File: src/rtl/ct_pkg.sv
// Shared definitions for the cut-through interconnect nodes (split, merge, pipe).
// Holds the state encoding, index-width helpers and the end-of-packet extractor.
package ct_pkg;

    localparam logic CT_ST_IDLE   = 1'b0;
    localparam logic CT_ST_LOCKED = 1'b1;

    // Widest data word the eop helper accepts; callers zero-extend into it.
    localparam int CT_MAX_W = 1024;

    typedef enum logic {
        ST_IDLE   = CT_ST_IDLE,
        ST_LOCKED = CT_ST_LOCKED
    } ct_state_e;

    function automatic int ct_clog2(input int value);
        int r;
        int v;
        r = 0;
        v = value - 1;
        while (v > 0) begin
            r++;
            v = v >> 1;
        end
        return r;
    endfunction

    // A single input still needs a 1-bit index.
    function automatic int ct_idx_w(input int n);
        return (n <= 1) ? 1 : ct_clog2(n);
    endfunction

    function automatic logic ct_get_eop(input logic [CT_MAX_W-1:0] word,
                                        input logic [9:0]          loc);
        return word[loc];
    endfunction

endpackage

File: src/rtl/ct_merge_oreg.sv
// Two-entry skid buffer placed on the ct_merge output when CT_MERGE_OUTREG_EN is defined.
// The upstream ready depends only on the fill count, never on the downstream ready.
module ct_merge_oreg
    import ct_pkg::*;
#(
    parameter int WO = 32
) (
    input  logic          clk,
    input  logic          reset,
    input  logic [WO-1:0] i_data,
    input  logic          i_valid,
    output logic          o_ready,
    output logic [WO-1:0] o_data,
    output logic          o_valid,
    input  logic          i_ready
);

    logic [1:0]    r_cnt;
    logic [WO-1:0] r_head;
    logic [WO-1:0] r_tail;
    logic          w_push;
    logic          w_pop;

    assign o_ready = (r_cnt != 2'd2);
    assign o_valid = (r_cnt != 2'd0);
    assign o_data  = r_head;
    assign w_push  = i_valid & o_ready;
    assign w_pop   = o_valid & i_ready;

    // r_head is always the oldest beat; r_tail only fills while the output is stalled.
    always_ff @(posedge clk or posedge reset) begin
        if (reset) begin
            r_cnt  <= 2'd0;
            r_head <= '0;
            r_tail <= '0;
        end else begin
            case ({w_push, w_pop})
                2'b10: begin
                    if (r_cnt == 2'd0) r_head <= i_data;
                    else               r_tail <= i_data;
                    r_cnt <= r_cnt + 2'd1;
                end
                2'b01: begin
                    r_head <= r_tail;
                    r_cnt  <= r_cnt - 2'd1;
                end
                2'b11: begin
                    if (r_cnt == 2'd1) begin
                        r_head <= i_data;
                    end else begin
                        r_head <= r_tail;
                        r_tail <= i_data;
                    end
                end
                default: ;
            endcase
        end
    end

endmodule

File: src/rtl/ct_merge.sv
// N-to-1 round-robin merge node that holds its grant until end-of-packet.
// Define CT_MERGE_OUTREG_EN to register the output through a 2-entry skid buffer.
module ct_merge
    import ct_pkg::*;
#(
    parameter int NI      = 2,
    parameter int WO      = 32,
    parameter int EOP_LOC = 0
) (
    input  logic             clk,
    input  logic             reset,
    input  logic [NI*WO-1:0] i_data,
    input  logic [NI-1:0]    i_valid,
    output logic [NI-1:0]    o_ready,
    output logic [WO-1:0]    o_data,
    output logic             o_valid,
    input  logic             i_ready
);

    localparam int IW = ct_idx_w(NI);

    ct_state_e     r_st;
    ct_state_e     w_stNext;
    logic [IW-1:0] r_g;
    logic [IW-1:0] r_last;
    logic [IW-1:0] w_gNext;
    logic [IW-1:0] w_lastNext;
    logic [IW-1:0] w_win;
    logic [IW-1:0] w_sel;
    logic          w_anyValid;
    logic          w_inValid;
    logic          w_arbValid;
    logic          w_dsReady;
    logic          w_xfer;
    logic          w_eop;
    logic [WO-1:0] w_arbData;
    int            w_bestDist;

    // Winner is the valid input closest after r_last in circular order.
    always_comb begin
        w_win      = '0;
        w_anyValid = 1'b0;
        w_bestDist = NI;
        for (int k = 0; k < NI; k++) begin
            if (i_valid[k] && (((k + NI - 1 - int'(r_last)) % NI) < w_bestDist)) begin
                w_bestDist = (k + NI - 1 - int'(r_last)) % NI;
                w_win      = IW'(k);
                w_anyValid = 1'b1;
            end
        end
    end

    assign w_sel = (r_st == ST_LOCKED) ? r_g : w_win;

    always_comb begin
        w_arbData = i_data[WO-1:0];
        w_inValid = i_valid[0];
        for (int k = 1; k < NI; k++) begin
            if (w_sel == IW'(k)) begin
                w_arbData = i_data[k*WO +: WO];
                w_inValid = i_valid[k];
            end
        end
    end

    assign w_arbValid = ~reset & w_inValid;
    assign w_xfer     = w_arbValid & w_dsReady;
    assign w_eop      = ct_get_eop(CT_MAX_W'(w_arbData), 10'(EOP_LOC));

    always_comb begin
        for (int k = 0; k < NI; k++) begin
            o_ready[k] = ~reset & w_dsReady & (w_sel == IW'(k));
        end
    end

`ifdef CT_MERGE_OUTREG_EN
    ct_merge_oreg #(
        .WO(WO)
    ) u_oreg (
        .clk     (clk),
        .reset   (reset),
        .i_data  (w_arbData),
        .i_valid (w_arbValid),
        .o_ready (w_dsReady),
        .o_data  (o_data),
        .o_valid (o_valid),
        .i_ready (i_ready)
    );
`else
    assign w_dsReady = i_ready;
    assign o_data    = w_arbData;
    assign o_valid   = w_arbValid;
`endif

    // An offer that is stalled or not yet at eop locks the winner so it cannot be stolen.
    always_comb begin
        w_stNext   = r_st;
        w_gNext    = r_g;
        w_lastNext = r_last;
        case (r_st)
            ST_IDLE: begin
                if (w_anyValid) begin
                    if (w_xfer && w_eop) begin
                        w_lastNext = w_win;
                    end else begin
                        w_stNext = ST_LOCKED;
                        w_gNext  = w_win;
                    end
                end
            end
            ST_LOCKED: begin
                if (w_xfer && w_eop) begin
                    w_stNext   = ST_IDLE;
                    w_lastNext = r_g;
                end
            end
            default: w_stNext = ST_IDLE;
        endcase
    end

    always_ff @(posedge clk or posedge reset) begin
        if (reset) begin
            r_st   <= ST_IDLE;
            r_g    <= '0;
            r_last <= IW'(NI - 1);
        end else begin
            r_st   <= w_stNext;
            r_g    <= w_gNext;
            r_last <= w_lastNext;
        end
    end

endmodule
File: config.mk
export PLATFORM = sky130hd
export DESIGN_NAME = ct_merge
export DESIGN_NICKNAME = d
export VERILOG_FILES = /design/src/rtl/ct_pkg.sv /design/src/rtl/ct_merge_oreg.sv /design/src/rtl/ct_merge.sv
export SDC_FILE = /design/constraint.sdc
export NUM_CORES = 1
export LEC_CHECK = 0
export BUFFER_PORTS_ARGS = -buffer_cell sky130_fd_sc_hd__buf_2
export CORE_MARGIN = 2
export CORE_UTILIZATION = 24
export CTS_BUF_LIST = sky130_fd_sc_hd__clkbuf_2 sky130_fd_sc_hd__clkbuf_4 sky130_fd_sc_hd__clkbuf_8
export CTS_CLUSTER_DIAMETER = 60
export DETAILED_ROUTE_END_ITERATION = 10
export PLACE_DENSITY = 0.77
export SETUP_SLACK_MARGIN = 0.2
export SYNTH_ARGS = -nofsm -noshare
export SYNTH_HDL_FRONTEND = slang
export SYNTH_SLANG_ARGS = --single-unit
File: constraint.sdc
create_clock -name clk -period 2 [get_ports clk]
set_input_delay 0.2 -clock clk [delete_from_list [all_inputs] [get_ports clk]]
set_output_delay 0.2 -clock clk [all_outputs]
set_load 0.01 [all_outputs]
==> metrics.cfg <==
[status]
status = finished clean

[sta]
worst_slew_pin_slew_ns = 0.343
setup_viol = 0
rsz0062_at_grt = true
post-route-period-util_pct = 99.1
fin_crit_ns = 1.98
hold_viol = 0
fin_skew_ns = 0.00525
drv_slew = 0
timing.hold.ws_ns = 0.260
relSlewSlack_pct = 77.2
fmax_ghz = 0.504

[routing]
routed_wl_um = 2910
initialDrtViolationCount = 10
first_pass_iters = 4
dr_wl_met2_um = 1630
drc = 0
wl_met3_um = 203
ant_nets = 0
m1WireLength_um = 1000
wire_per_inst_um = 14.8
top_layer_used = met4
via_per_inst = 4.53
vias = 892

[cts]
cts_buffers = 3
clk_latency_ns = 0.24
cts_num_sinks = 3
cts-root-buf = clkbuf_4
htree_num_levels = 1
cts_tree = yes
clock_path_buffers = 2
clk_pin_slew_ns = 0.04

[logic_synthesis]
synth-seq-cells = 3
synth_seq_area_share_pct = 13.3
yosys_warnings = 0
syn-cell-area_um2 = 573
syn_area_per_cell_um2 = 10.4
synthDistinctLibCells = 19
syn_inst = 55
syn_nets = 124

[setup_path]
critPathArrivalTime_ns = 1.78
critPathCaptureType = output pin
cp_slowest_cell = dfstp_2
worstSetupPathType = reg2out
cp.required_ns = 1.80
path_cells = a21boi_2, mux2i_4, buf_4, buf_6, mux2_2, buf_2
slowest_delay_ns = 0.54
startpoint_type = flip-flop
worst-path-max-fanout = 4
rrSetupSlack_ns = 0.04

[placed_design]
port_buffers = 103
placed_area_um2 = 1140
place_congestion = 0.783
dp_hpwl_um = 2330

[final_layout]
fin_nets = 239
diodes = 0
area_growth_pct = 130
final_util_pct = 59.0
drive_gt1_share_pct = 92.3
design_area_um2 = 1320

[pwr]
ir_worst_vdd_mv = 0.645
p_leak_nw = 0.723
powerDensity_nw_per_um2 = 1120
total_power_mw = 1.47

[die]
die_w_um = 52.9
die_h_um = 52.9
initial_core_util_pct = 25.7
die_area_um2 = 2790
num_rows = 17
ios = 104
design.core.area_um2 = 2230

[hold_path]
min_path_type = in2reg

[global_route]
overflow = 0
grt_max_degree = 16
grt_antenna_before_repair = 0
grt_pass1_vias = 946
track_usage_pct = 20.2
grt_pass1_wl_um = 4040

[run]
max_cap_viol_count = 0

[cell usage in the layout (no fill, tap or decap), types with 2 or more instances in the layout]
cell type	instances
buf_2	97
mux2_2	26
buf_6	11
mux2_4	6
clkbuf_4	4
buf_4	4
inv_1	2
[layer usage]
layer,vias up,GRT usage (%)
li1,441,-
met1,393,21.5
met2,52,37.5
met3,6,3.67
met4,0,10.3
met5,-,0
[metrics by stage]
step,setup slack [ns],TNS (ns),std cells
after floorplan,0.229,0,55
after global placement,0.287,0,186
after detailed placement,0.245,0,186
after CTS,0.0461,0,196
after global routing,-0.0490,-0.958,197
final,0.0176,0,197
[power breakdown]
group / internal (mW) / switching [mW] / leakage (nW) / total, mW
logic: 0.716 / 0.502 / 0.674 / 1.22
clock network: 0.0887 / 0.0382 / 0.0184 / 0.127
registers: 0.0920 / 0.0342 / 0.0308 / 0.126
[cell usage after synthesis]
cell type / number / area, um^2
a311oi_1: 2 / 17.5
buf_2: 3 / 15.0
a31oi_1: 1 / 6.26
o32a_1: 1 / 10.0
a21oi_1: 2 / 10.0
nor3_1: 1 / 5.00
and3_4: 1 / 11.3
a21boi_1: 1 / 7.51
o21ai_0: 1 / 5.00
inv_1: 2 / 7.51
mux2_2: 31 / 349
dfstp_2: 1 / 26.3
mux2i_2: 1 / 13.8
nor3b_1: 1 / 7.51
nor2_1: 1 / 3.75
dfrtp_1: 2 / 50.1
and3_1: 1 / 6.26
mux2_4: 1 / 15.0
nand2b_1: 1 / 6.26
[critical path: cells and delay by family, from the launching register on]
family,cells,cell delay [ns]
AOI/OAI and AO/OA,1,0.07
muxes,2,0.54
DFF,1,0.54
buffers and inverters,3,0.39
[repair_timing]
action,CTS,global route
setup endpoints to repair,31,36
gates cloned,1,0
hold endpoints to repair,2,0
gates resized for setup,4,16
pin swaps,0,1
hold buffers,1,0
buffers inserted,4,1
[logic make-up (layout without fill, tap and decap cells)]
group / after synthesis / after routing / synth area share, %
buffers and inverters: 5 / 119 / 3.93
flip-flops: 3 / 3 / 13.3
AND/OR/NAND/NOR: 6 / 6 / 6.99
multiplexers: 33 / 33 / 65.9
AO/OA/AOI/OAI: 8 / 8 / 9.83
[layout make-up]
| class | count | area (um^2) |
|---|---|---|
| multi-input combinational | 47 | 518 |
| inverter | 2 | 7.51 |
| clock buffer | 4 | 30.0 |
| timing repair buffer | 113 | 649 |
| tap | 28 | 35.0 |
| fill | 194 | 916 |
| sequential | 3 | 77.6 |
[registers in the layout, summed over array words and instances, names as in the netlist]
signal and count:
r_g 1, r_last 1, r_st 1
[final timing paths]
| check | from | to | cells past startpoint |
|---|---|---|---|
| min in group asynchronous | reset | r_st | 3 |
| setup reg to reg | r_last | r_g | 7 |
| max in group asynchronous | reset | r_last | 3 |
| setup / recovery | r_last | o_data[9] | 6 |
| hold reg to reg | r_last | r_last | 2 |
| hold / removal | i_valid[1] | r_st | 3 |
Power figures use the tool's default switching activity.
